===== src/rtl/prio_encoder_reg.sv =====
// prio_encoder_reg: latched request pulses, priority-selected index presented on a valid/ready handshake.
module prio_encoder_reg #(
  parameter int N = 8,
  parameter int MSB_PRIO = 1,
  localparam int W = $clog2(N)
) (
  input  logic         clk,
  input  logic         rst,
  input  logic         clear,
  input  logic [N-1:0] req,
  input  logic [N-1:0] mask,
  output logic         out_valid,
  input  logic         out_ready,
  output logic [W-1:0] out_idx,
  output logic [N-1:0] pending,
  output logic [W:0]   pend_cnt,
  output logic         overflow
);
  typedef enum logic {IDLE, HOLD} state_t;
  state_t state_q, state_d;
  logic [N-1:0] pending_q, pending_d, ret, elig;
  logic [W-1:0] out_idx_q, out_idx_d, sel;
  logic [W:0] pend_cnt_q, pend_cnt_d;
  logic overflow_q, overflow_d, acc;
  always_comb begin
    acc = (state_q == HOLD) && out_ready;
    ret = acc ? N'(1) << out_idx_q : '0;
    elig = pending_q & mask & ~ret;
    sel = '0;
    if (MSB_PRIO != 0) begin
      for (int i = 0; i < N; i++) if (elig[i]) sel = W'(i);
    end else begin
      for (int i = N - 1; i >= 0; i--) if (elig[i]) sel = W'(i);
    end
    pending_d = clear ? '0 : (pending_q & ~ret) | req;
    overflow_d = !clear && (overflow_q || |(req & pending_q & ~ret));
    pend_cnt_d = '0;
    for (int i = 0; i < N; i++) pend_cnt_d = pend_cnt_d + (W+1)'(pending_d[i]);
    // HOLD freezes the index until accepted; IDLE and an accept both reload from elig
    state_d = state_q;
    out_idx_d = out_idx_q;
    if (state_q == IDLE || acc) begin
      state_d = |elig ? HOLD : IDLE;
      out_idx_d = |elig ? sel : out_idx_q;
    end
    if (clear) state_d = IDLE;
  end
  always_ff @(posedge clk or posedge rst) begin
    if (rst) begin
      state_q <= IDLE;
      pending_q <= '0;
      pend_cnt_q <= '0;
      out_idx_q <= '0;
      overflow_q <= 1'b0;
    end else begin
      state_q <= state_d;
      pending_q <= pending_d;
      pend_cnt_q <= pend_cnt_d;
      out_idx_q <= out_idx_d;
      overflow_q <= overflow_d;
    end
  end
  assign out_valid = (state_q == HOLD);
  assign out_idx = out_idx_q;
  assign pending = pending_q;
  assign pend_cnt = pend_cnt_q;
  assign overflow = overflow_q;
endmodule

===== config.mk =====
export PLATFORM = sky130hd
export DESIGN_NAME = prio_encoder_reg
export DESIGN_NICKNAME = d
export VERILOG_FILES = /design/src/rtl/prio_encoder_reg.sv
export SDC_FILE = /design/constraint.sdc
export NUM_CORES = 1
export LEC_CHECK = 0
export BUFFER_PORTS_ARGS = -buffer_cell sky130_fd_sc_hd__buf_4
export CAP_MARGIN = 20
export CORE_MARGIN = 3
export CORE_UTILIZATION = 44
export DETAILED_ROUTE_END_ITERATION = 6
export PLACE_DENSITY_LB_ADDON = 0.1
export SLEW_MARGIN = 15
export SYNTH_ARGS = -nofsm -noshare
export SYNTH_HDL_FRONTEND = slang
export SYNTH_SLANG_ARGS = --single-unit

===== constraint.sdc =====
create_clock -name clk -period 3.1 [get_ports clk]
set_input_delay 0.465 -clock clk [delete_from_list [all_inputs] [get_ports clk]]
set_output_delay 0.465 -clock clk [all_outputs]
set_load 0.005 [all_outputs]

Word-level counts from Yosys, hierarchy flattened:

Cells that the tools add are included.

* input port bits: 20
* register bits: 17
* output and inout bits: 17
* word-level logic and storage cells: 42

* bitwise operators: 8
* reduce and logical (&&, ||, !) cells: 9
* shifts and indexed selects: 1
* multiplexer cells: 12
* $add $sub $neg: 7

Operators with widths (count)
* 8-bit bitwise AND: 5
* 4-bit by 1-bit adder with 4-bit output: 4
* 8-bit two-way mux: 2
* 8-bit OR reduction: 2
* 3-bit two-way mux: 4
* 8-bit inverter: 1
* 8-bit bitwise OR: 1
* 1-bit by 3-bit left shift with 8-bit output (first input constant): 1
* 3-bit by 1-bit adder with 4-bit output: 1
* 1-bit two-way mux: 4
* 2-bit two-way mux: 2
* 2-bit by 1-bit adder with 3-bit output: 1
* 1-bit by 1-bit adder with 2-bit output: 1
* 1-bit logical AND: 2
* 1-bit logical OR: 2
* 2-bit AND reduction: 1
* 2-bit nonzero test: 1
* 1-bit logical NOT: 1
* 1-bit inverter: 1

Logic depth before layout (Yosys ltp):

* word-level depth: 13
* depth in mapped cells: 13
* mapped depth without buffers: 13

Worst setup path before layout:

OpenSTA, ideal clock, no wires.

* path type: input port to flip-flop
* start: input port out_ready
* end: register pend_cnt_q[2], in the netlist pend_cnt[2]
* path buffers: 0
* stages on the path: 13
* setup time: 0.123 ns
* required time: 2.977 ns
* setup slack: -0.175 ns
* arrival time: 3.152 ns
* cells stage by stage: and3_2 a21boi_0 nor2_1 nor2_1 fa_1 inv_1 fa_1 fa_1 inv_1 ha_1 inv_1 fa_1 xnor2_1

* elaborated cells between the ends (all ways): 13
* those cells by class: add/sub (7); mux (2); bitwise (3); reduce/logical (1)

RTL lines
* start: declaration: RTL line 13 `input logic out_ready,`
* 1-bit logical AND: RTL line 26 `acc = (state_q == HOLD) && out_ready;`
* 8-bit two-way mux: RTL line 27 `ret = acc ? N'(1) << out_idx_q : '0;`
* 8-bit inverter: RTL line 35 `pending_d = clear ? '0 : (pending_q & ~ret) | req;`
* 8-bit bitwise AND: RTL line 35
* 8-bit bitwise OR: RTL line 35
* 8-bit two-way mux: RTL line 35
* named net pending_d[3]: RTL line 21 `logic [N-1:0] pending_q, pending_d, ret, elig;`
* 3-bit by 1-bit adder with 4-bit output: RTL line 38 `for (int i = 0; i < N; i++) pend_cnt_d = pend_cnt_d + (W+1)'(pending_d[i]);`
* 4-bit by 1-bit adder with 4-bit output (4 in series): RTL line 38
* named net pend_cnt_d[2]: RTL line 23 `logic [W:0] pend_cnt_q, pend_cnt_d;`
* end signal: assignment: RTL line 58 `pend_cnt_q <= pend_cnt_d;`
* end: declaration: RTL line 23

The timed path passes the listed nets, and every way through them passes these cells.
A chain may end at the register's enable or synchronous reset.

Worst setup path after layout:

* start: register out_idx_q[0], in the netlist out_idx[0]
* end: register pend_cnt_q[1], in the netlist pend_cnt[1]

* word-level cells in the longest chain between the ends: 13

RTL lines
* start: declaration: RTL line 22 `logic [W-1:0] out_idx_q, out_idx_d, sel;`
* start signal: assignment: RTL line 59 `out_idx_q <= out_idx_d;`
* 1-bit by 3-bit left shift with 8-bit output: RTL line 27
* 8-bit two-way mux: RTL line 27
* 8-bit inverter: RTL line 35
* 8-bit bitwise AND: RTL line 35
* 8-bit bitwise OR: RTL line 35
* 8-bit two-way mux: RTL line 35
* named net pending_d[0]: RTL line 21
* 1-bit by 1-bit adder with 2-bit output: RTL line 38
* 2-bit by 1-bit adder with 3-bit output: RTL line 38
* 3-bit by 1-bit adder with 4-bit output: RTL line 38
* 4-bit by 1-bit adder with 4-bit output (4 in series): RTL line 38
* named net pend_cnt_d[1]: RTL line 23

The timed path passes the listed nets, and every way through them passes these cells.

==> results.py <==
metrics = {
    "final_layout": {
        "antenna_cells": 0,
        "nets": 191,
        "syn_to_final_growth_pct": 49.6,
        "multiInputGateArea_um2": 592,
        "final_core_util_pct": 74.3,
        "drive_above_1_share_pct": 49.7,
        "final_common_cell": "buf_4",
        "n_fill_cell": 168,
        "seq_area_um2": 425,
        "layout_common_cells": "buf_4, dfrtp_1, inv_1",
    },
    "sta": {
        "worstMarginPinSlew_ns": 0.667,
        "fmax_ghz": 0.301,
        "setup_slack_ns": -0.224,
        "final_max_slew_viol_count": 0,
        "setup_tns_ns": -0.459,
        "maxSlewHeadroom_pct": 55.5,
        "period_needed_ns": 3.32,
        "setup_violations": 3,
        "grt_setup_unrepaired": "true",
        "finClkSkew_ns": 0.00212,
        "finalHoldViolations": 0,
        "timing.final.crit_share_pct": 107,
    },
    "route": {
        "post_drt_via_cell_ratio": 5.28,
        "top_layer_used": "met4",
        "num_vias": 1004,
        "wire_per_inst_um": 14.7,
        "dr.pass1.iters": 7,
        "routed_wl_um": 2790,
        "met2_length_um": 1290,
        "dr_wl_met3_um": 240,
        "wl_met1_um": 1170,
        "drt_iter0_drc": 20,
        "drtAntennaViolNets": 0,
        "drc": 0,
    },
    "synthesis": {
        "synth_warnings": 0,
        "synth_seq_area_share_pct": 41.2,
        "syn-cell-area_mm2": 0.00103,
        "synth_seq_cells": 17,
        "synthArstFlopShare_pct": 100,
        "syn_avg_cell_area_um2": 9.84,
        "synth_nets": 132,
        "synth_top_flop_cell": "dfrtp_1",
        "ys_types": 35,
        "synthCells": 105,
        "synth_edf_count": 0,
    },
    "clocking": {
        "cts_max_path_buffers": 2,
        "worst_skew_pair.late_latency_ns": 0.30,
        "h-tree-depth": 1,
        "cts_root_buffer": "clkbuf_4",
        "clkTransAtPathRegs_ns": 0.10,
        "numCtsBuffers": 3,
        "cts_sinks": 17,
        "hold_buffers": 0,
        "cts_tree": "built",
    },
    "die": {
        "fp-row-count": 16,
        "die_h_um": 54.5,
        "start_util_pct": 49.6,
        "fp.coreArea_mm2": 0.00208,
        "die-area_mm2": 0.00297,
        "io_pins": 37,
        "die_w_um": 54.5,
    },
    "critical_path": {
        "r2r_slack_ns": -0.22,
        "r2r_cells": 13,
        "critPathLaunch": "out_idx[0]",
        "arrival_ns": 3.53,
        "critPathKind": "reg -> reg",
        "cp.required_ns": 3.31,
        "reg2reg_to": "pend_cnt[1]",
        "worst_r2r_startpoint": "out_idx[0]",
        "cp-start-kind": "flop",
        "critPathMaxFanout": 4,
        "end_kind": "flop",
    },
    "place": {
        "dp_hpwl_um": 2260,
        "port_buffers": 36,
        "place.gp.congestion": 0.832,
    },
    "outcome": {
        "status": "complete, but fails checks",
        "failed_checks": "setup timing",
    },
    "run": {
        "max-cap-violations": 0,
    },
    "pwr": {
        "powerDensity_mw_per_mm2": 480,
        "p_leak_nw": 0.797,
        "vdd_drop_max_uv": 369,
    },
    "grt": {
        "grt_remaining_overflow": 0,
        "grt_use_total_pct": 21.0,
        "antenna_found_initial": 0,
        "grt_pass1_vias": 927,
        "grt_pass1_wl_um": 4230,
        "grt_max_degree": 18,
    },
    "worst_hold_path": {
        "min_path_type": "in -> async",
    },
}
[state kept, by name, indices dropped and copies added, names as in the netlist]
name       count
overflow       1
out_valid      1
pending        8
pend_cnt       4
out_idx        3
[stage by stage]
step                      power [mW]  worst slack (ns)  hold WS, ns  instance area, um^2  cells
after CTS                      0.721            -0.249        0.271                 1510    188
after floorplan                0.430            -0.110        0.391                 1050    105
final                          0.743            -0.224        0.252                 1550    190
after global placement         0.583            -0.347        0.560                 1480    184
after global routing           0.795            -0.381        0.297                 1550    190
after detailed placement       0.595            -0.389        0.585                 1480    184
[worst max path at each step]
| stage | endpoint | slack (ns) |
|---|---|---|
| 3_5_place_dp | pend_cnt[1] | -0.39 |
| 3_3_place_gp | pend_cnt[2] | -0.35 |
| 5_1_grt | pend_cnt[1] | -0.38 |
| 4_1_cts | pend_cnt[1] | -0.25 |
| 2_1_floorplan | pend_cnt[2] | -0.11 |
| 6_report | pend_cnt[1] | -0.22 |
[Yosys cell counts (2+ instances only)]
cell type,count,share of area [%]
a21boi_1,2,1.5
mux2_1,2,2.2
dfrtp_1,17,41
nor2_1,12,4.4
ha_1,3,3.6
and2b_1,2,1.5
inv_1,13,4.7
or2_2,4,2.4
nand2_1,7,2.5
fa_1,4,7.7
a21oi_1,10,4.8
a21boi_0,5,3.6
a22oi_1,2,1.5
[repair_timing]
action / CTS / global route
buffers inserted: 0 / 2
endpoints found under the setup margin: 2 / 3
gates cloned: 0 / 0
resized for setup: 2 / 7
pin swaps: 0 / 4
[report_power, final]
part / switching, mW / total, mW / internal, mW
sequential: 0.0242 / 0.285 / 0.261
clock: 0.0744 / 0.125 / 0.0503
combinational: 0.147 / 0.334 / 0.187
total: 0.246 / 0.743 / 0.497
[per-layer routing]
metal	up-vias	track usage (%)
met4	0	11.6
met1	467	28.0
met2	50	30.9
li1	478	-
met3	9	5.18
met5	-	0
[cells by family after synthesis]
| kind of cell | after synthesis | synth area share [%] |
|---|---|---|
| muxes | 2 | 2.18 |
| xor gates and xnor gates | 1 | 0.848 |
| and+or+nand+nor | 33 | 16.3 |
| AOI/OAI and AO/OA | 30 | 22.3 |
| buffers and inverters | 15 | 5.81 |
| DFF | 17 | 41.2 |
| adders and majority gates | 7 | 11.4 |
[area by class of cell]
| class | instances | area share (%) |
|---|---|---|
| Sequential cell | 17 | 27.5 |
| Timing Repair Buffer | 56 | 27.2 |
| Clock buffer | 4 | 1.70 |
| Multi-Input combinational cell | 73 | 38.3 |
| Inverter | 13 | 3.16 |
| Tap cell | 27 | 2.18 |
[critical path, stage by stage (launching register included)]
cell,delay [ns]
dfrtp_1,0.43
nor3b_2,0.27
a21boi_2,0.10
nor2_1,0.13
nor2_2,0.06
fa_1,0.51
inv_1,0.05
fa_1,0.49
fa_2,0.44
inv_2,0.08
ha_4,0.13
inv_2,0.03
fa_1,0.47
inv_1,0.04
No activity file was read; power rests on OpenSTA's default activity.
